<file path="src/rtl/mips_pkg.sv">
// Shared types and constants for the MIPS R2000 decode stage.
// The opcode, funct and ALU encodings, the control bundle, and the fixed vectors all live here.
package mips_pkg;

  localparam int DATA_W = 32;
  localparam int NREGS  = 32;

  localparam logic [DATA_W-1:0] EXC_VECTOR = 32'h8000_0180;
  localparam logic [DATA_W-1:0] NOP        = 32'h0000_0000;

  typedef enum logic [5:0] {
    OP_RTYPE = 6'h00,
    OP_J     = 6'h02,
    OP_BEQ   = 6'h04,
    OP_BNE   = 6'h05,
    OP_ADDI  = 6'h08,
    OP_ANDI  = 6'h0C,
    OP_ORI   = 6'h0D,
    OP_LUI   = 6'h0F,
    OP_LW    = 6'h23,
    OP_SW    = 6'h2B
  } opcode_e;

  typedef enum logic [5:0] {
    F_SLL = 6'h00,
    F_ADD = 6'h20,
    F_SUB = 6'h22,
    F_AND = 6'h24,
    F_OR  = 6'h25,
    F_SLT = 6'h2A
  } funct_e;

  // ALU_LUI passes the pre-shifted immediate straight through.
  typedef enum logic [3:0] {
    ALU_ADD = 4'd0,
    ALU_SUB = 4'd1,
    ALU_AND = 4'd2,
    ALU_OR  = 4'd3,
    ALU_SLT = 4'd4,
    ALU_SLL = 4'd5,
    ALU_LUI = 4'd6
  } alu_op_e;

  typedef struct packed {
    alu_op_e alu_op;
    logic    alu_src;
    logic    reg_write;
    logic    mem_read;
    logic    mem_write;
  } ctrl_t;

  function automatic logic [DATA_W-1:0] sext16(input logic [15:0] v);
    return {{16{v[15]}}, v};
  endfunction

endpackage

</file>
<file path="src/rtl/decode_regfile.sv">
// 32x32 register file: two read ports, one write port, write-through bypass, r0 reads zero.
// Synchronous active-high reset clears every register.
module decode_regfile
  import mips_pkg::*;
(
  input  logic              clk,
  input  logic              rst,
  input  logic [4:0]        rs_addr_i,
  input  logic [4:0]        rt_addr_i,
  input  logic              we_i,
  input  logic [4:0]        waddr_i,
  input  logic [DATA_W-1:0] wdata_i,
  output logic [DATA_W-1:0] rs_data_o,
  output logic [DATA_W-1:0] rt_data_o
);

  logic [DATA_W-1:0] regs_q [NREGS];

  // NOTE: the array is reset because a post-reset read must return 0; this keeps it in flops, not SRAM.
  always_ff @(posedge clk) begin
    if (rst) begin
      for (int i = 0; i < NREGS; i++) regs_q[i] <= '0;
    end else if (we_i && waddr_i != 5'd0) begin
      regs_q[waddr_i] <= wdata_i;
    end
  end

  // Same-cycle writeback is forwarded so ID never sees a stale value.
  always_comb begin
    rs_data_o = regs_q[rs_addr_i];
    rt_data_o = regs_q[rt_addr_i];
    if (we_i && waddr_i == rs_addr_i) rs_data_o = wdata_i;
    if (we_i && waddr_i == rt_addr_i) rt_data_o = wdata_i;
    if (rs_addr_i == 5'd0) rs_data_o = '0;
    if (rt_addr_i == 5'd0) rt_data_o = '0;
  end

endmodule

</file>
<file path="src/rtl/decode_stage.sv">
// ID stage: decode, register read, hazard detection, branch/jump resolution, ID/EX latch.
// Resolves control flow in ID so IF redirects with no delay slot.
module decode_stage
  import mips_pkg::*;
(
  input  logic              clk,
  input  logic              rst,
  input  logic [DATA_W-1:0] pc_in,
  input  logic [DATA_W-1:0] inst_in,
  input  logic              wb_we,
  input  logic [4:0]        wb_addr,
  input  logic [DATA_W-1:0] wb_data,
  input  logic              ex_reg_write,
  input  logic              ex_mem_read,
  input  logic [4:0]        ex_dest,
  input  logic              mem_reg_write,
  input  logic [4:0]        mem_dest,
  output logic              hold_pc,
  output logic              hold_if,
  output logic              br,
  output logic [DATA_W-1:0] pc_branch,
  output logic              except,
  output logic [DATA_W-1:0] epc,
  output logic [DATA_W-1:0] id_pc,
  output logic [DATA_W-1:0] id_rs_data,
  output logic [DATA_W-1:0] id_rt_data,
  output logic [DATA_W-1:0] id_imm,
  output logic [4:0]        id_rs,
  output logic [4:0]        id_rt,
  output logic [4:0]        id_dest,
  output ctrl_t             id_ctrl
);

  opcode_e           op;
  funct_e            funct;
  logic [4:0]        rs, rt, rd;
  logic [15:0]       imm16;
  logic [DATA_W-1:0] rs_data, rt_data, pc_plus4;

  ctrl_t             ctrl_d;
  logic [DATA_W-1:0] imm_d;
  logic [4:0]        dest_d;
  logic              illegal, rt_used, is_beq, is_bne, is_j;
  logic              load_use, br_hazard, stall, taken, bubble;

  assign op    = opcode_e'(inst_in[31:26]);
  assign funct = funct_e'(inst_in[5:0]);
  assign rs    = inst_in[25:21];
  assign rt    = inst_in[20:16];
  assign rd    = inst_in[15:11];
  assign imm16 = inst_in[15:0];

  decode_regfile u_regfile (
    .clk       (clk),
    .rst       (rst),
    .rs_addr_i (rs),
    .rt_addr_i (rt),
    .we_i      (wb_we),
    .waddr_i   (wb_addr),
    .wdata_i   (wb_data),
    .rs_data_o (rs_data),
    .rt_data_o (rt_data)
  );

  // NOTE: every output gets a default first so no path through the case leaves a latch.
  always_comb begin
    ctrl_d  = '0;
    imm_d   = sext16(imm16);
    dest_d  = 5'd0;
    illegal = 1'b0;
    rt_used = 1'b0;
    is_beq  = 1'b0;
    is_bne  = 1'b0;
    is_j    = 1'b0;
    unique case (op)
      OP_RTYPE: begin
        dest_d           = rd;
        rt_used          = 1'b1;
        ctrl_d.reg_write = 1'b1;
        imm_d            = {27'd0, inst_in[10:6]};
        unique case (funct)
          F_ADD:   ctrl_d.alu_op = ALU_ADD;
          F_SUB:   ctrl_d.alu_op = ALU_SUB;
          F_AND:   ctrl_d.alu_op = ALU_AND;
          F_OR:    ctrl_d.alu_op = ALU_OR;
          F_SLT:   ctrl_d.alu_op = ALU_SLT;
          F_SLL:   ctrl_d.alu_op = ALU_SLL;
          default: illegal = 1'b1;
        endcase
      end
      OP_ADDI, OP_ANDI, OP_ORI, OP_LUI, OP_LW: begin
        dest_d           = rt;
        ctrl_d.alu_src   = 1'b1;
        ctrl_d.reg_write = 1'b1;
        ctrl_d.mem_read  = (op == OP_LW);
        unique case (op)
          OP_ANDI: begin ctrl_d.alu_op = ALU_AND; imm_d = {16'd0, imm16}; end
          OP_ORI:  begin ctrl_d.alu_op = ALU_OR;  imm_d = {16'd0, imm16}; end
          OP_LUI:  begin ctrl_d.alu_op = ALU_LUI; imm_d = {imm16, 16'd0}; end
          default: ctrl_d.alu_op = ALU_ADD;
        endcase
      end
      OP_SW: begin
        rt_used          = 1'b1;
        ctrl_d.alu_src   = 1'b1;
        ctrl_d.mem_write = 1'b1;
      end
      OP_BEQ, OP_BNE: begin
        rt_used       = 1'b1;
        ctrl_d.alu_op = ALU_SUB;
        is_beq        = (op == OP_BEQ);
        is_bne        = (op == OP_BNE);
      end
      OP_J:    is_j = 1'b1;
      default: illegal = 1'b1;
    endcase
  end

  // Branches compare in ID, so any in-flight producer of rs/rt must drain first.
  assign load_use  = ex_mem_read && ex_dest != 5'd0 &&
                     (ex_dest == rs || (rt_used && ex_dest == rt));
  assign br_hazard = (is_beq || is_bne) &&
                     ((ex_reg_write && ex_dest != 5'd0 && (ex_dest == rs || ex_dest == rt)) ||
                      (mem_reg_write && mem_dest != 5'd0 && (mem_dest == rs || mem_dest == rt)));
  assign stall     = load_use || br_hazard;

  assign taken     = is_j || (is_beq && rs_data == rt_data) || (is_bne && rs_data != rt_data);
  assign pc_plus4  = pc_in + 32'd4;
  assign pc_branch = is_j ? {pc_plus4[31:28], inst_in[25:0], 2'b00}
                          : pc_plus4 + {imm_d[29:0], 2'b00};

  assign hold_pc = !rst && stall;
  assign hold_if = !rst && stall;
  assign except  = !rst && !stall && illegal;
  assign br      = !rst && !stall && !illegal && taken;
  assign bubble  = stall || illegal || taken;

  // NOTE: state is updated with non-blocking assignments so every flop samples pre-edge values.
  always_ff @(posedge clk) begin
    if (rst) begin
      epc        <= '0;
      id_pc      <= '0;
      id_rs_data <= '0;
      id_rt_data <= '0;
      id_imm     <= '0;
      id_rs      <= '0;
      id_rt      <= '0;
      id_dest    <= '0;
      id_ctrl    <= '0;
    end else begin
      if (except) epc <= pc_in;
      id_pc      <= pc_in;
      id_rs_data <= rs_data;
      id_rt_data <= rt_data;
      id_imm     <= imm_d;
      id_rs      <= rs;
      id_rt      <= rt;
      id_dest    <= bubble ? 5'd0 : dest_d;
      id_ctrl    <= bubble ? ctrl_t'('0) : ctrl_d;
    end
  end

endmodule

</file>
<file path="config.mk">
export PLATFORM = sky130hd
export DESIGN_NAME = decode_stage
export DESIGN_NICKNAME = d
export VERILOG_FILES = /design/src/rtl/mips_pkg.sv /design/src/rtl/decode_regfile.sv /design/src/rtl/decode_stage.sv
export SDC_FILE = /design/constraint.sdc
export NUM_CORES = 2
export LEC_CHECK = 0
export CAP_MARGIN = 20
export CORE_MARGIN = 2
export CORE_UTILIZATION = 55
export CTS_CLUSTER_SIZE = 8
export DETAILED_ROUTE_END_ITERATION = 6
export PLACE_DENSITY = 0.74
export SLEW_MARGIN = 20
export SYNTH_ARGS = -nofsm -noshare
export SYNTH_HDL_FRONTEND = slang
export SYNTH_SLANG_ARGS = --single-unit
</file>
<file path="constraint.sdc">
create_clock -name clk -period 13.7 [get_ports clk]
set_input_delay 2.74 -clock clk [delete_from_list [all_inputs] [get_ports clk]]
set_output_delay 2.74 -clock clk [all_outputs]
set_load 0.03 [all_outputs]
</file>
==> results by group <==
Run status
  – Outcome: finished with violations
  – Failing checks: DRC

GRT
  – Number of global-route vias before repair: 45800
  – Gr ovfl total: 0
  – Initial antenna violation count: 21
  – Largest net degree at the start of global routing: 102
  – Gr usage total: 0.396
  – First-pass GRT wire length: 336 mm

Critical path
  – Crit. End Element: output pin
  – Crit-path max FO: 10
  – Setup CP Type: in2out
  – R2R cell count: 12
  – Req. time, crit path: 10.96 ns
  – Critical Path AT: 9.10 ns
  – Setup crit start kind: primary input

STA
  – Tcrit/Tclk final: 0.864
  – Pin slew with the least headroom to its limit: 1.23 ns
  – Final setup margin: 1.86 ns
  – Max-Slew Margin vs Limit: 0.183
  – Final Hold Fails: 0
  – Fmax: 84.5 MHz
  – Min cycle time layout: 11.84 ns
  – Slew Limit Fails: 0
  – Final clock skew: 0.0259 ns
  – Finish-stage setup viols: 0
  – RSZ-0062 raised after global routing: no
  – TNS Setup: 0 ns

Place
  – Place WS: 2.20 ns
  – Port bufs: 334
  – Final HPWL DP: 149 mm
  – Placed Cells incl. Taps: 6426
  – RePlAce Congestion: 1.01

Logic synthesis
  – Top cells by area, synth: edfxtp_1, mux4_2, and2_1
  – Post-synth ARST share: 0
  – Synthesized instance count: 4827
  – Synth Area per Inst: 13.3 um2
  – Post-synthesis sequential area ratio: 0.536
  – Area leader, netlist: edfxtp_1
  – Area of the mapped netlist: 64200 um2
  – Yosys warns: 0
  – Distinct cells, synth: 84
  – Synth top area share: 0.479
  – Top FF cell, synth: edfxtp_1
  – Post-synthesis register bit count: 1206
  – Number of flops mapped to enable cells by yosys: 1024

Die
  – Die Y-Extent: 346 um
  – Die footprint: 119000 um2
  – Number of core rows: 125
  – DIE WIDTH: 346 um
  – Core Box Area: 116000 um2
  – IO Pins: 336
  – Initial Util: 0.553

Finish
  – Most common cell after layout, fill and taps aside: edfxtp_1
  – Fin cells: 6701
  – Syn-to-layout area delta: 15.0%
  – Final net count: 5223
  – Share of layout cells above drive strength 1: 0.188
  – Commonest non-fill, non-tap cells in the layout: edfxtp_1, and2_1, mux4_2
  – Utilization after layout: 0.636

Pwr
  – Tot Pwr: 9770 uW
  – Pwr Density: 132 nW/um2
  – Peak VDD IR: 0.000120 V
  – Leak: 0.0259 uW

Clocking
  – Root Driver: clkbuf_16
  – Clock latency on the worst-skew pair: 0.78 ns
  – Cts bufs inserted: 170
  – Clock slew at the register clock pins of the worst setup and hold paths: 0.05 ns
  – H-tree levels: 4
  – TritonCTS Sinks: 1206
  – Post-CTS Setup Inserts: 0
  – Post_cts resized: 0
  – CTS Buffer Depth: 3
  – Hold_buf cts: 0
  – TritonCTS clock tree: built

Flow run
  – Total of max-cap violations: 0

Worst hold path
  – Class of the worst hold path: reg2reg
  – Hold path depth: 2

Routing
  – Via/cell ratio: 7.01
  – Wire length per cell: 35.6 um
  – DR vias: 47000
  – Final ANT Viol Nets: 0
  – Drt total wl: 239 mm
  – First-pass iteration count of the detailed router: 7
  – Initial DRC count: 7643
  – DRC violations left: 1
power breakdown:
part / total (uW) / switching [uW] / leakage, uW / internal (uW)
Combinational: 1550 / 960 / 0.0123 / 595
Sequential: 4300 / 105 / 0.0113 / 4200
Clock: 3910 / 1590 / 0.00233 / 2320
Total: 9770 / 2650 / 0.0259 / 7120
synth_stat cells (26+ instances only):
| cell | n |
|---|---|
| edfxtp_1 | 1024 |
| and2_1 | 966 |
| mux4_2 | 464 |
| clkbuf_1 | 325 |
| nor2_1 | 201 |
| dfxtp_1 | 182 |
| mux2i_1 | 152 |
| nand2_1 | 134 |
| o21ai_0 | 119 |
| nor3_1 | 116 |
| a22oi_1 | 114 |
| a21oi_1 | 100 |
| nor2b_1 | 71 |
| xnor2_1 | 65 |
| nand3_1 | 62 |
| buf_2 | 57 |
| nand2b_1 | 52 |
| o22ai_1 | 44 |
| buf_4 | 37 |
| or2_2 | 36 |
| xor2_1 | 33 |
| mux2_2 | 31 |
| ha_1 | 30 |
| a22o_1 | 28 |
| inv_1 | 26 |
registers in the layout (all words and copies together) (netlist names), 7 cells and up:
name              flops
id_ctrl               7
epc                  32
id_rt_data           32
id_rs_data           32
u_regfile.regs_q   1024
id_imm               32
id_pc                32
critical path, stage by stage:
cell             delay [ns]
clkdlybuf4s50_1        0.67
xnor2_1                0.17
nand4_1                0.62
o21ai_0                1.15
a211oi_1               0.25
a211oi_1               0.50
nor4b_1                0.32
a221oi_1               0.09
nor4_1                 0.51
o2111ai_1              0.25
nor4_2                 0.68
mux2i_1                0.23
a21oi_1                0.20
clkdlybuf4s50_1        0.70
worst paths after layout:
kind	from	to	slack [ns]
worst max-delay path	wb_addr[3]	br	1.86
worst min-delay path	epc[8]	epc[8]	0.47
worst max register to register	u_regfile.regs_q[20][5]	id_ctrl[4]	8.91
worst min register to register	epc[8]	epc[8]	0.47
kinds of logic (layout without fill, tap and decap cells):
family | count (synthesis) | count (layout) | synth area share
AO/OA/AOI/OAI | 595 | 595 | 0.0621
XOR/XNOR | 98 | 98 | 0.0134
adder cells (fa/ha/maj) | 31 | 31 | 0.00616
buffers and inverters | 498 | 807 | 0.0352
flip-flops | 1206 | 1206 | 0.536
multiplexers | 648 | 648 | 0.192
other | 1 | 42 | 0.0000584
AND/OR/NAND/NOR | 1750 | 1750 | 0.155
per-stage QoR:
stage               cell area (um2)  hold WS [ns]
finish                        73900         0.474
global placement              68900         0.458
global route                  73800         0.497
CTS                           73800         0.475
detailed placement            69000         0.466
floorplan                     64300         0.596
final cells by class:
class                           instances  area [um2]
Fill cell                            8583       42200
Inverter                               30         113
Clock inverter                         13         204
Tap cell                             1524        1910
Timing Repair Buffer                  512        4740
Clock buffer                          252        4660
Antenna cell                            9        22.5
Sequential cell                      1206       34400
Multi-Input combinational cell       3155       27800
per-layer routing:
| metal | vias up | part of all wire | track usage |
|---|---|---|---|
| li1 | 18700 | - | - |
| met1 | 23000 | 0.34 | 0.496 |
| met2 | 4297 | 0.44 | 0.584 |
| met3 | 974 | 0.15 | 0.142 |
| met4 | 30 | 0.076 | 0.260 |
| met5 | - | 0.00082 | 0 |
Note: power is estimated with default switching activity, not from simulation.
